<file path="src/rtl/des_pkg.sv">
// Shared DES constants: widths, per-round shift amounts, PC2 selection table and
// the key-schedule FSM state type.
package des_pkg;

  localparam int KEY_W  = 56;
  localparam int HALF_W = 28;
  localparam int RK_W   = 48;

  // Rotation amount for forward round n+1 (entry n)
  localparam logic [1:0] DES_SHIFT [0:15] = '{
    2'd1, 2'd1, 2'd2, 2'd2, 2'd2, 2'd2, 2'd2, 2'd2,
    2'd1, 2'd2, 2'd2, 2'd2, 2'd2, 2'd2, 2'd2, 2'd1
  };

  // 1-based source bit positions of C||D (bit 1 = MSB) for each PC2 output, MSB first
  localparam int PC2_TAB [0:47] = '{
    14, 17, 11, 24,  1,  5,  3, 28, 15,  6, 21, 10,
    23, 19, 12,  4, 26,  8, 16,  7, 27, 20, 13,  2,
    41, 52, 31, 37, 47, 55, 30, 40, 51, 45, 33, 48,
    44, 49, 39, 56, 34, 53, 46, 42, 50, 36, 29, 32
  };

  typedef enum logic {
    IDLE = 1'b0,
    RUN  = 1'b1
  } ks_state_t;

endpackage

</file>
<file path="src/rtl/crr_28bit.sv">
// 28-bit circular right rotate by 1 or 2; the amount comes from the round index via
// DES_SHIFT, undoing the forward schedule's left rotation for that round.
module crr_28bit
  import des_pkg::*;
(
  input  logic [HALF_W-1:0] d,
  input  logic [3:0]        rnd,
  output logic [HALF_W-1:0] q
);

  always_comb begin
    q = {d[0], d[HALF_W-1:1]};
    if (DES_SHIFT[rnd] == 2'd2) begin
      q = {d[1:0], d[HALF_W-1:2]};
    end
  end

endmodule

</file>
<file path="src/rtl/perm_PC2.sv">
// DES permuted choice 2: selects 48 round-key bits from the 56-bit C||D.
module perm_PC2
  import des_pkg::*;
(
  input  logic [KEY_W-1:0] cd,
  output logic [RK_W-1:0]  k
);

  for (genvar j = 0; j < RK_W; j++) begin : g_bit
    assign k[RK_W-1-j] = cd[KEY_W-PC2_TAB[j]];
  end

endmodule

</file>
<file path="src/rtl/key_schedule_inv.sv">
// DES decryption key schedule: emits K16..K1 on a valid/ready stream by right-rotating C and D.
// Optional build macro KEY_SCHEDULE_INV_ZEROIZE_EN clears the key state on the final beat.
//
// state | meaning
// IDLE  | no sequence; waiting for start to load x
// RUN   | presenting PC2(r) as round key idx+1; rotate back on each accepted beat
module key_schedule_inv
  import des_pkg::*;
(
  input  logic              clk,
  input  logic              rst,
  input  logic              start,
  input  logic [KEY_W-1:0]  x,
  output logic              busy,
  output logic [RK_W-1:0]   k,
  output logic              k_valid,
  input  logic              k_ready,
  output logic              k_last,
  output logic [3:0]        i
);

  ks_state_t         state;
  logic [KEY_W-1:0]  r;
  logic [3:0]        idx;
  logic [HALF_W-1:0] c_nxt;
  logic [HALF_W-1:0] d_nxt;

  crr_28bit u_crr_c (
    .d   (r[KEY_W-1:HALF_W]),
    .rnd (idx),
    .q   (c_nxt)
  );

  crr_28bit u_crr_d (
    .d   (r[HALF_W-1:0]),
    .rnd (idx),
    .q   (d_nxt)
  );

  perm_PC2 u_pc2 (
    .cd (r),
    .k  (k)
  );

  assign i = idx;

  always_ff @(posedge clk) begin
    if (rst) begin
      state   <= IDLE;
      r       <= '0;
      idx     <= 4'd0;
      busy    <= 1'b0;
      k_valid <= 1'b0;
      k_last  <= 1'b0;
    end else begin
      case (state)
        IDLE: begin
          if (start) begin
            r       <= x;
            idx     <= 4'd15;
            state   <= RUN;
            busy    <= 1'b1;
            k_valid <= 1'b1;
            k_last  <= 1'b0;
          end
        end
        RUN: begin
          if (k_ready) begin
            if (idx == 4'd0) begin
              state   <= IDLE;
              busy    <= 1'b0;
              k_valid <= 1'b0;
              k_last  <= 1'b0;
`ifdef KEY_SCHEDULE_INV_ZEROIZE_EN
              r       <= '0;
`endif
            end else begin
              r      <= {c_nxt, d_nxt};
              idx    <= idx - 4'd1;
              k_last <= (idx == 4'd1);
            end
          end
        end
        default: begin
          state   <= IDLE;
          busy    <= 1'b0;
          k_valid <= 1'b0;
          k_last  <= 1'b0;
        end
      endcase
    end
  end

endmodule
</file>
<file path="config.mk">
export PLATFORM = sky130hd
export DESIGN_NAME = key_schedule_inv
export DESIGN_NICKNAME = d
export VERILOG_FILES = /design/src/rtl/des_pkg.sv /design/src/rtl/crr_28bit.sv /design/src/rtl/perm_PC2.sv /design/src/rtl/key_schedule_inv.sv
export SDC_FILE = /design/constraint.sdc
export NUM_CORES = 1
export LEC_CHECK = 0
export ABC_CLOCK_PERIOD_IN_PS = 1890
export CORE_MARGIN = 4
export CORE_UTILIZATION = 42
export DETAILED_ROUTE_END_ITERATION = 10
export HOLD_SLACK_MARGIN = 0.12
export PLACE_DENSITY = 0.87
export SYNTH_ARGS = -nofsm -noshare
export SYNTH_HDL_FRONTEND = slang
export SYNTH_SLANG_ARGS = --single-unit
export TNS_END_PERCENT = 5
</file>
<file path="constraint.sdc">
create_clock -name clk -period 1.89 [get_ports clk]
set_input_delay 0.4725 -clock clk [delete_from_list [all_inputs] [get_ports clk]]
set_output_delay 0.4725 -clock clk [all_outputs]
set_load 0.02 [all_outputs]
</file>
## Yosys cells after proc, flatten, opt, wreduce, memory -nomap -nowiden

Memories as Yosys holds them, arrays and structs flattened.
Cells that the tools add are included.

| word-level totals | value |
|---|---|
| output and inout bits | 55 |
| word-level logic and storage cells | 44 |
| input bits | 60 |
| register bits | 63 |
| memories kept | 1 |
| ROM bits | 32 |

| operators by class | value |
|---|---|
| order comparisons | 1 |
| muxes and demuxes | 24 |
| reduce and logical (&&, ||, !) cells | 4 |
| bitwise gates (word level) | 2 |
| equality and inequality tests | 6 |
| add/sub/neg operators | 1 |

Memory list:

| memory | words | bits a word | rd ports | clocked after Yosys merged registers in | wr ports | RTL line | RTL |
|---|---|---|---|---|---|---|---|
| (no name shown) | 16 | 2 | 1 | 0 | 0 | crr_28bit.sv:13 | `if (DES_SHIFT[rnd] == 2'd2) begin` |

Operator list:

| operator | number |
|---|---|
| $mux 56 | 3 |
| $pmux 56 s2 | 1 |
| $mux 28 | 2 |
| $mux 4 | 3 |
| $mux 1 | 9 |
| $pmux 4 s2 | 1 |
| $ne 2x2->1 const B | 3 |
| $pmux 1 s2 | 3 |
| $reduce_and 3->1 | 2 |
| $ge 5x5->1 const B | 1 |
| $not 4->5 | 1 |
| $eq 4x1->1 const B | 1 |
| $logic_not 4->1 | 1 |
| $mux 2 | 2 |
| $sub 4x1->4 const B | 1 |
| $eq 2x2->1 const B | 1 |
| $ne 2x1->1 const B | 1 |
| $reduce_and 2->1 | 1 |
| $not 1->1 | 1 |

## Logic depth before layout (Yosys ltp)

| depth | value |
|---|---|
| word-level depth | 9 |
| depth in mapped cells | 8 |
| depth with buffers taken out | 6 |

## By module

Synthesis repeated with hierarchy kept, for this count alone.

| unflattened totals | value |
|---|---|
| cell total of the unflattened synthesis | 625 |
| area, all modules | 5492.8 um2 |

Modules (own cells, without submodules):

| module | seq. area each (um2) | cells an instance | area each (um2) | times used |
|---|---|---|---|---|
| key_schedule_inv | 1261.2 | 305 | 3143.0 | 1 |
| crr_28bit | 0.0 | 136 | 994.7 | 2 |
| perm_PC2 | 0.0 | 48 | 360.3 | 1 |

## Worst setup path after synthesis

Ideal clock, no wire load.

| timing | value |
|---|---|
| path kind | reg2reg |
| start | reg idx[0], in the netlist i[0] |
| end | reg r[0] |
| required time | 1.768 ns |
| clock period less this slack | 2.114 ns |
| stages on the path, launching flop included | 9 |
| setup time | 0.122 ns |
| data arrival time | 1.992 ns |
| path buffers | 2 |
| setup slack | -0.224 ns |
| path through | dfxtp_1 > inv_1 > ha_1 > nor3b_4 > o31ai_4 > and3b_1 > buf_6 > buf_8 > a221o_1 |

| between the ends | value |
|---|---|
| longest elaborated chain between the ends | 9 |
| elaborated cells between the ends (all ways) | 12 |
| classes of those cells | eq/ne: 2; mux: 6; bitwise: 1; reduce/logical: 2; memory: 1 |

Ends and longest elaborated chain:

| item | RTL line | RTL |
|---|---|---|
| from (decl) | key_schedule_inv.sv:24 | `logic [3:0] idx;` |
| from (signal assigned) | key_schedule_inv.sv:79 | `idx <= idx - 4'd1;` |
| $not 4->5 (implied by the code) | crr_28bit.sv:13 |  |
| $mem_v2 16x2 | n/a |  |
| $mux 2 (implied by the code) (2 in a row) | crr_28bit.sv:13 |  |
| $eq 2x2->1 | crr_28bit.sv:13 |  |
| $mux 28 | crr_28bit.sv:13 |  |
| $mux 56 | key_schedule_inv.sv:69 | `if (idx == 4'd0) begin` |
| $mux 56 | key_schedule_inv.sv:68 | `if (k_ready) begin` |
| $pmux 56 s2 | key_schedule_inv.sv:56 | `case (state)` |
| to (signal assigned) | key_schedule_inv.sv:78 | `r <= {c_nxt, d_nxt};` |
| to (decl) | key_schedule_inv.sv:23 | `logic [KEY_W-1:0] r;` |

Parallel ways exist; a longest one is shown, timed or not. The select of a mux whose other input is x is not followed.
A chain may end at the register's enable or synchronous reset.

## Worst setup path in the final report

| timing | value |
|---|---|
| start | reg idx[0], in the netlist i[0] |
| end | reg r[8] |

Same word-level chain as after synthesis.

==> impl_metrics.ini <==
[routing]
postRouteAntennaNets = 0
wl_per_cell_um = 15.81
routed_wl_um = 9283
vias_per_cell = 5.494
routed-via-count = 3225
first_iter_violations = 215
post-route-drc-count = 0
drtPass1Iterations = 4

[setup_path]
critical_path_class = reg -> reg
worst_setup_path_end_kind = register
start_kind = register
required_ns = 2.11
slowest_delay_ns = 0.43
cp_cell_sequence = inv_4, ha_4, nor3b_4, o31ai_4, and3b_4, buf_12, a221o_2
crit_fanout = 8
arrival_ns = 2.10
worst_path_max_delay_cell = dfxtp_4

[synthesis]
async_flop_share_pct = 0
synth.avg_cell_area_um2 = 8.468
dominantRegCellSynth = dfxtp_1
synthesis.area_um2 = 3463
ys_top_cells_by_area = dfxtp_1 36%, a221o_1 14%, nand2_1 12%
seq_area_frac_synth_pct = 36.42
yosysTopAreaCellShare_pct = 36.42
synth_cell_types = 34
synth_fp_nets = 474
synth_edf_count = 0
yosysWarnings = 0
synth_common_cells = 109 x nand2_1, 63 x dfxtp_1, 58 x a21oi_1, 50 x a221o_1, 49 x buf_4
synth.most_common_cell = nand2_1
syn_inst = 409
ys_seq_elements = 63
synth_top_area_cell = dfxtp_1

[placed_design]
dp_hpwl_um = 6234
dpl_cell_area_um2 = 4433
pre_cts_ws_ns = -0.2747
globalplace.congestion = 0.8352
io_buffers = 114

[sta]
fin_skew_ns = 0.006804
fin_crit_ns = 1.876
slew_viol_final = 0
tightestPinTransition_ns = 0.2905
setup_viol = 0
hold_viol = 0
grt_setup_unrepaired = true
holdWs_ns = 0.4770
slew_headroom_pct = 80.63
worst_slack_ns = 0.01427
period_share_pct = 99.24
max_freq_mhz = 533.1

[global_route]
antenna_found_initial = 0
grt_use_total_pct = 17.94
grt_pass1_vias = 3012
grt_pass1_wl_um = 14520
globalRouteOverflowTotal = 0
grt_max_degree = 32

[clocking]
cts-root-buf = clkbuf_8
cts.clk_slew.worst_paths_ns = 0.06
cts_tree = yes
clkSinkCount = 63
h-tree-depth = 3
numCtsBuffers = 9
cts_max_path_buffers = 2
clk_latency_ns = 0.34

[floorplanning]
initial_utilization_pct = 43.91
io_pins = 115
rows = 32
core-area_um2 = 7888
die_width_um = 98.81
die_y_um = 98.81
die_area_um2 = 9762

[pwr]
power_w = 0.003806
p_per_area_nw_per_um2 = 780.5
max-vdd-ir-drop_uv = 486.4
p_leak_nw = 2.097

[finish]
drive_gt1_share_pct = 12.78
final_area_um2 = 4877
fin_util_pct = 61.83
fin_nets = 545
syn_to_final_growth_pct = 40.82
antenna_cells = 0

[run]
drv_cap = 0

[run_status]
outcome = complete, no violations

[worst_hold_path]
hp-class = reg -> reg
==> placed cells by master, fill, tap and decap left out, drive strengths merged, types with 5 or more instances in the layout <==
master and instances:
a211oi 6, a21oi 58, a221o 53, buf 22
clkbuf 15, clkdlybuf4s50 88, dfxtp 63, dlygate4sd2 8
dlymetal6s2s 18, ha 5, nand2 109, nor3 5
==> stage by stage <==
step	std cells	TNS, ns
CTS	580	0
detailed placement	564	-13.72
finish	587	0
floorplan	409	0
global route	587	-1.441
global placement	564	-11.38
==> cell type report <==
type | count | area (µm²)
multi-input combinational | 264 | 1683
tap | 102 | 127.6
clock buffer | 11 | 152.6
clock inverter | 5 | 78.83
inverter | 2 | 12.51
sequential | 63 | 1270
timing repair buffer | 140 | 1553
fill | 651 | 3010
==> cell families (layout without fill, tap and decap cells) <==
| kind of cell | after synthesis | count (layout) | share of synthesized area (%) |
|---|---|---|---|
| buf+inv | 82 | 158 | 17.12 |
| flops | 63 | 63 | 36.42 |
| fa+ha+maj | 5 | 5 | 1.806 |
| compound gates | 123 | 123 | 26.91 |
| simple gates | 133 | 133 | 16.91 |
| xor+xnor | 1 | 1 | 0.2529 |
| mux | 2 | 2 | 0.5781 |
==> repair_timing <==
action                     in CTS  in global routing
hold buffers                    0                  0
pin swaps                       1                  5
setup buffers                   0                  2
resized for setup              11                 27
cloned                          0                  5
setup endpoints to repair      19                 69
==> critical path, delay by kind of cell, from the launching register on <==
family / cells / cell delay (ns)
and+or+nand+nor: 2 / 0.52
DFF: 1 / 0.43
buffers and inverters: 2 / 0.22
adders and majority gates: 1 / 0.17
AOI/OAI and AO/OA: 2 / 0.43
==> metal layers <==
layer,share of wire (%),global-route usage [%],routed length (µm)
met5,0,0,0
met4,0.88,5.567,82
met3,7.9,4.600,730
met2,47,28.41,4393
met1,44,24.00,4077
==> state kept, by name, summed over array words and instances (netlist names) <==
register,flops
k_valid,1
k_last,1
r,56
state,1
i,4
==> power by group <==
group	internal [W]	switching, W
Sequential	0.00143	0.000129
Clock	0.000821	0.000513
Combinational	0.000485	0.000427
Total	0.00274	0.00107
==> final timing paths <==
kind,endpoint,slack (ns),startpoint,cells after the start
setup / recovery,r[8],0.01,i[0],7
hold / removal,k_last,0.48,k_last,2
setup reg to reg,r[8],0.01,i[0],7
hold reg to reg,k_last,0.48,k_last,2
(Power assumes the default switching activity.)
